$ cat config.mk
export PLATFORM = sky130hd
export DESIGN_NAME = vga_console_ctrl
export DESIGN_NICKNAME = d
export VERILOG_FILES = /design/src/rtl/vga_console_ctrl.sv
export SDC_FILE = /design/constraint.sdc
export NUM_CORES = 1
export LEC_CHECK = 0
export CAP_MARGIN = 10
export CORE_MARGIN = 3
export CORE_UTILIZATION = 40
export DETAILED_ROUTE_END_ITERATION = 12
export PLACE_DENSITY = 0.66
export SETUP_SLACK_MARGIN = 0.4
export SKIP_CTS_REPAIR_TIMING = 1
export SLEW_MARGIN = 10
export SYNTH_ARGS = -nofsm -noshare
export SYNTH_HDL_FRONTEND = slang
export SYNTH_SLANG_ARGS = --single-unit
$ cat constraint.sdc
create_clock -name clk -period 7.5 [get_ports clk]
set_clock_uncertainty 0.05 [all_clocks]
set_input_delay 0.75 -clock clk [delete_from_list [all_inputs] [get_ports clk]]
set_output_delay 0.75 -clock clk [all_outputs]
set_load 0.1 [all_outputs]
$ cat src/rtl/vga_console_ctrl.sv
// Console write-port controller for the 80x30 text buffer: turns a byte stream into cell
// writes, tracks the cursor, handles CR/LF/BS/FF and sequences screen and row clears.
module vga_console_ctrl #(
  parameter int         COLS  = 80,
  parameter int         ROWS  = 30,
  parameter logic [7:0] BLANK = 8'h20
) (
  input  logic        clk,
  input  logic        rst,
  input  logic        ch_valid,
  input  logic [7:0]  ch_data,
  output logic        ch_ready,
  input  logic        dir_wen,
  input  logic [11:0] dir_addr,
  input  logic [7:0]  dir_data,
  output logic        wen,
  output logic [11:0] w_addr,
  output logic [7:0]  w_data,
  output logic [6:0]  cur_col,
  output logic [4:0]  cur_row,
  output logic        busy
);

  localparam logic [1:0]  S_IDLE    = 2'd0;
  localparam logic [1:0]  S_CLR_ALL = 2'd1;
  localparam logic [1:0]  S_CLR_ROW = 2'd2;
  localparam logic [6:0]  LAST_COL  = 7'(COLS - 1);
  localparam logic [4:0]  LAST_ROW  = 5'(ROWS - 1);
  localparam logic [11:0] LAST_ALL  = 12'(COLS * ROWS - 1);
  localparam logic [11:0] LAST_ROWC = 12'(COLS - 1);

  logic [1:0]  state_q, state_d;
  logic [11:0] cnt_q, cnt_d;
  logic [6:0]  col_q, col_d;
  logic [4:0]  row_q, row_d;
  logic        wen_q, wen_d;
  logic [11:0] addr_q, addr_d;
  logic [7:0]  data_q, data_d;
  logic [4:0]  row_adv;

  function automatic logic [11:0] cell_addr(input logic [4:0] r, input logic [6:0] c);
    return 12'(r) * 12'(COLS) + 12'(c);
  endfunction

  assign row_adv  = (row_q == LAST_ROW) ? 5'd0 : row_q + 5'd1;
  assign ch_ready = (state_q == S_IDLE) && !dir_wen;
  assign busy     = (state_q != S_IDLE);
  assign wen      = wen_q;
  assign w_addr   = addr_q;
  assign w_data   = data_q;
  assign cur_col  = col_q;
  assign cur_row  = row_q;

  always_comb begin
    state_d = state_q;
    cnt_d   = cnt_q;
    col_d   = col_q;
    row_d   = row_q;
    wen_d   = 1'b0;
    addr_d  = addr_q;
    data_d  = data_q;
    // The direct port owns the bus; any sweep simply holds its counter this cycle.
    if (dir_wen) begin
      wen_d  = 1'b1;
      addr_d = dir_addr;
      data_d = dir_data;
    end else begin
      case (state_q)
        S_IDLE: begin
          if (ch_valid) begin
            if (ch_data >= 8'h20) begin
              wen_d  = 1'b1;
              addr_d = cell_addr(row_q, col_q);
              data_d = ch_data;
              if (col_q == LAST_COL) begin
                col_d   = 7'd0;
                row_d   = row_adv;
                cnt_d   = 12'd0;
                state_d = S_CLR_ROW;
              end else begin
                col_d = col_q + 7'd1;
              end
            end else begin
              case (ch_data)
                8'h0A: begin
                  // No char write competes here, so the first clear cell goes out now.
                  col_d   = 7'd0;
                  row_d   = row_adv;
                  wen_d   = 1'b1;
                  addr_d  = cell_addr(row_adv, 7'd0);
                  data_d  = BLANK;
                  cnt_d   = 12'd1;
                  state_d = S_CLR_ROW;
                end
                8'h0D: col_d = 7'd0;
                8'h08: begin
                  if (col_q != 7'd0) begin
                    col_d  = col_q - 7'd1;
                    wen_d  = 1'b1;
                    addr_d = cell_addr(row_q, col_q - 7'd1);
                    data_d = BLANK;
                  end
                end
                8'h0C: begin
                  col_d   = 7'd0;
                  row_d   = 5'd0;
                  wen_d   = 1'b1;
                  addr_d  = 12'd0;
                  data_d  = BLANK;
                  cnt_d   = 12'd1;
                  state_d = S_CLR_ALL;
                end
                default: ;
              endcase
            end
          end
        end
        S_CLR_ROW: begin
          wen_d  = 1'b1;
          addr_d = cell_addr(row_q, 7'd0) + cnt_q;
          data_d = BLANK;
          if (cnt_q == LAST_ROWC) state_d = S_IDLE;
          else                    cnt_d   = cnt_q + 12'd1;
        end
        S_CLR_ALL: begin
          wen_d  = 1'b1;
          addr_d = cnt_q;
          data_d = BLANK;
          if (cnt_q == LAST_ALL) state_d = S_IDLE;
          else                   cnt_d   = cnt_q + 12'd1;
        end
        default: state_d = S_IDLE;
      endcase
    end
  end

  always_ff @(posedge clk) begin
    if (rst) begin
      state_q <= S_CLR_ALL;
      cnt_q   <= 12'd0;
      col_q   <= 7'd0;
      row_q   <= 5'd0;
      wen_q   <= 1'b0;
      addr_q  <= 12'd0;
      data_q  <= 8'd0;
    end else begin
      state_q <= state_d;
      cnt_q   <= cnt_d;
      col_q   <= col_d;
      row_q   <= row_d;
      wen_q   <= wen_d;
      addr_q  <= addr_d;
      data_q  <= data_d;
    end
  end

endmodule

After elaboration in Yosys (flattened, before gate mapping)

Index checks and enable logic that the tools add are counted.

Bitwise gates (word level): 1
Magnitude comparators: 1
Multiply operators: 2
Muxes and demuxes: 40
Reduce and logical (&&, ||, !) cells: 19
Equality and inequality tests: 24
$add $sub $neg: 7

Operator list:

| cell                    | number |
|---|---|
| $mux W12                | 10 |
| $pmux W12 S3            | 3 |
| $eq A8 B4 Y1 const B    | 4 |
| $mux W8                 | 4 |
| $pmux W8 S2             | 2 |
| $add A12 B7 Y12         | 2 |
| $mux W7                 | 3 |
| $mul A5 B3 Y8 const B   | 2 |
| $mux W5                 | 3 |
| $pmux W7 S2             | 1 |
| $add A12 B1 Y12 const B | 1 |
| $add A12 B12 Y12        | 1 |
| $eq A12 B12 Y1 const B  | 1 |
| $eq A12 B7 Y1 const B   | 1 |
| $reduce_bool A3 Y1      | 4 |
| $mux W2                 | 5 |
| $ne A2 B2 Y1 const B    | 5 |
| $pmux W5 S2             | 1 |
| $reduce_and A5 Y1       | 2 |
| $ge A8 B6 Y1 const B    | 1 |
| $reduce_and A4 Y1       | 2 |
| $add A7 B1 Y7 const B   | 1 |
| $eq A7 B7 Y1 const B    | 1 |
| $reduce_and A7 Y1       | 1 |
| 26 further kinds        | 33 |

Flip-flop bits (word level): 47
Logic and storage cells: 101

Depth between registers and ports, before layout

Depth in word-level cells: 8
Gate-level depth with buffers: 15

Worst setup path before layout

No wires, ideal clock.

Path kind: register -> register
Start: reg row_q[1] (netlist: cur_row[1])
End: reg addr_q[11] (netlist: w_addr[11])
Cell stages (with the launch flop): 16
Period minus slack after synthesis: 3.946 ns
Path buffers: 1
Slack: 3.554 ns
Arrival: 3.809 ns
Cells stage by stage: dfxtp_1 > inv_1 > ha_1 > and4_1 > clkbuf_1 > nor2_1 > ha_1 > ha_1 > inv_1 > fa_1 > inv_1 > a21oi_1 > or4_1 > o311ai_0 > o2111ai_1 > o31ai_1

Word-level cells in the longest chain between the ends: 8
Elaborated cells between the ends (all ways): 14

Ends and longest elaborated chain:

| what                                       | line   | text |
|---|---|---|
| start: declaration                         | 35     | `logic [4:0] row_q, row_d;` |
| start signal: assignment                   | 150    | `row_q <= row_d;` |
| $mul A5 B3 Y8 (tied with other cells)      | 42     | `return 12'(r) * 12'(COLS) + 12'(c);` |
| $add A12 B7 Y12 or $mux W5 (tied branches) | 42, 45 |  |
| $mux W12 or $mul A5 B3 Y8 (tied branches)  | 97, 42 |  |
| $pmux W12 S3                               | 84     | `case (ch_data)` |
| $mux W12                                   | 71     | `if (ch_data >= 8'h20) begin` |
| $mux W12                                   | 70     | `if (ch_valid) begin` |
| $pmux W12 S3 *                             | 68     | `case (state_q)` |
| $mux W12 *                                 | 63     | `if (dir_wen) begin` |
| end signal: assignment                     | 152    | `addr_q <= addr_d;` |
| end: declaration                           | 37     | `logic [11:0] addr_q, addr_d;` |

Every way passes the cells marked *; elsewhere a longest branch is shown, timed or not. The select of a mux whose other input is x is not followed.
A chain may end at the register's enable or synchronous reset.

Final worst setup path

Start: in dir_wen
End: out ch_ready

Word-level cells in the longest chain between the ends: 2

Ends and longest elaborated chain:

| what                | line | text |
|---|---|---|
| start: declaration  | 13   | `input logic dir_wen,` |
| $logic_not A1 Y1    | 46   | `assign ch_ready = (state_q == S_IDLE) && !dir_wen;` |
| $logic_and A1 B1 Y1 | 46   |  |
| end: declaration    | 12   | `output logic ch_ready,` |

No other way between the ends.

==> impl_metrics.toml <==
[logic_synthesis]
synth_edf_count = 0
synth_top_cell_area_share_pct = 22.9
syn_avg_cell_area_um2 = 7.57
syn_area_um2 = 4110
synth-async-reset-ratio_pct = 0
yosysWarnings = 0
synthCells = 543
ys.flop_type = "dfxtp_1"
ys_types = 70
synth_fp_nets = 615
yosysTopAreaCell = "dfxtp_1"
yosysSeqAreaShare_pct = 22.9
synth_top_cells_by_area = "dfxtp_1 23%, ha_1 11%, a21oi_1 6.3%"
ys_seq_elements = 47

[routing]
wl_mm = 13.4
drc_errors = 0
drt-pass1-iter-count = 5
viasPerCell = 6.06
num_vias = 4362
postRouteAntennaNets = 0
routedWlPerCell_um = 18.6
initialDrtViolationCount = 394

[critical_path]
worstPathRequired_ns = 6.70
arrival_ns = 2.80
crit_chain = "clkdlybuf4s50_1, buf_4, nor2_1, clkdlybuf4s50_1"
cp_slowest_cell = "clkdlybuf4s50_1"
crit_path_start_kind = "input port"
slowest_delay_ns = 1.19
worstPathMaxFanout = 25
crit_type = "input port to output pin"
timing.critical_path.mode_cell = "clkdlybuf4s50_1"
path_buf_inv = 3
end_kind = "output pin"
path_delay_family = "buffers and inverters"

[global_route]
grt_overflow = 0
grt_max_degree = 55
grt_antenna_before_repair = 0
grt.total_usage_pct = 23.1
grt_pass1_wl_mm = 21.5
grt_pass1_vias = 4083

[power_and_ir_drop]
max-vdd-ir-drop_mv = 0.101
finalPower_mw = 0.552
static-leakage-power_nw = 1.91
power_density_nw_per_um2 = 112

[sta]
worstMarginPinSlew_ns = 1.20
timing.hold.ws_ns = 0.414
fin_crit_ns = 3.60
setup_viol = 0
final_max_slew_viol_count = 0
tns_ns = 0
finalHoldViolCount = 0
fin_crit_sh_pct = 48.0
max_freq_mhz = 278
rsz0062_at_grt = "false"
maxSlewHeadroom_pct = 19.7

[clock_tree]
clkTransAtPathRegs_ns = 0.09
cts_htree_levels = 2
cts_buffer_depth = 2
clock_sinks = 47
numCtsBuffers = 5
cts_root_buf = "clkbuf_8"
cts_tree = "yes"
clkLatencyLatePin_ns = 0.31

[outcome]
status = "finished, final reports clean"

[placement]
placed_cell_area_um2 = 4830
hpwl_mm = 9.67
io_buffers = 66
routabilityCongestion = 0.908

[floorplanning]
pin_count = 67
die_x_um = 107
core_um2 = 9860
start_util_pct = 41.7
die_h_um = 107
die-area_um2 = 11500
std_cell_rows = 36

[finish]
drive_above_1_share_pct = 4.09
diodes = 0
syn_to_final_growth_pct = 19.8
utilization_pct = 49.9
design_area_um2 = 4920
fill_cells = 970
final_net_count = 659

[job]
max-cap-violations = 0

[worst_hold_path]
hp-class = "flop to flop"
[layout make-up]
type                       count  area, um2  area share (%)
multi-input combinational    427       2910            59.0
clock buffer                   6       82.6            1.68
inverter                      36        135            2.74
sequential                    47        941            19.1
tap                          133        166            3.38
clock inverter                 1       8.76           0.178
timing repair buffer          70        686            13.9
[cell usage after synthesis, types with 3 or more instances]
cell type / n
or4_1: 9
and3_1: 8
dfxtp_1: 47
inv_1: 36
a21oi_1: 52
xor2_1: 9
nor3_1: 13
fa_1: 5
a22oi_1: 7
nor2b_1: 7
a211o_1: 3
nand3b_1: 4
nor4_1: 9
a211oi_1: 14
ha_1: 35
o221ai_1: 8
buf_2: 4
mux2i_1: 3
or3_1: 14
nand2_1: 41
a31oi_1: 3
o211ai_1: 8
o32ai_1: 8
o41ai_1: 3
nand4_1: 10
nand3_1: 19
nor3b_1: 3
xnor2_1: 11
clkbuf_1: 25
nor2_1: 49
o21ai_0: 23
a21o_1: 6
[path summary, 6_finish.rpt]
path / slack, ns / depth (start not counted) / to / startpoint
hold / removal: 0.41 / 2 / w_addr[2]$_SDFFE_PP0P_ / w_addr[2]$_SDFFE_PP0P_
setup reg to reg: 4.00 / 12 / w_addr[11]$_SDFFE_PP0P_ / cur_row[2]$_SDFFE_PP0P_
hold reg to reg: 0.41 / 2 / w_addr[2]$_SDFFE_PP0P_ / w_addr[2]$_SDFFE_PP0P_
setup / recovery: 3.90 / 4 / ch_ready / dir_wen
[kinds of logic after synthesis]
group	after synthesis	synth area share (%)
mux	3	0.731
compound gates	163	26.9
fa+ha+maj	40	13.1
xor+xnor	20	4.26
buf+inv	69	6.54
simple gates	201	25.6
flops	47	22.9
[state kept, by name, indices dropped and copies added, names as in the netlist]
name,cells
w_data,8
state_q,2
cur_col,7
wen,1
cur_row,5
w_addr,12
cnt_q,12
[placed cells by master, fill, tap and decap left out, types with 12 or more instances in the layout]
cell / netlist / final
a211oi_1: 14 / 14
a21oi_1: 52 / 52
clkdlybuf4s50_1: 0 / 65
dfxtp_1: 47 / 47
ha_1: 35 / 35
inv_1: 36 / 36
nand2_1: 41 / 41
nand3_1: 19 / 19
nor2_1: 49 / 49
nor3_1: 13 / 12
o21ai_0: 23 / 23
or3_1: 14 / 14
[where the power goes]
group | internal (mW) | leakage, nW | total [mW] | switching [mW]
clock | 0.0746 | 0.0477 | 0.175 | 0.0999
combinational | 0.0373 | 1.48 | 0.116 | 0.0784
sequential | 0.256 | 0.383 | 0.261 | 0.00504
[per-layer routing]
metal	global-route usage [%]	share of wire, %
met5	0	0
met4	6.40	1.9
met3	4.38	8.3
met2	35.7	45
met1	32.8	45
[worst min-delay path: cells and delay by family (launching register included)]
kind | cells | cell delay, ns
DFF | 1 | 0.32
and+or+nand+nor | 1 | 0.05
AOI/OAI and AO/OA | 1 | 0.05
[stage by stage]
stage	setup WS [ns]	instances
2_1_floorplan	3.55	543
3_3_place_gp	3.84	713
3_5_place_dp	3.82	713
4_1_cts	3.92	720
5_1_grt	3.71	720
6_report	3.90	720
Power figures use the tool's default switching activity.
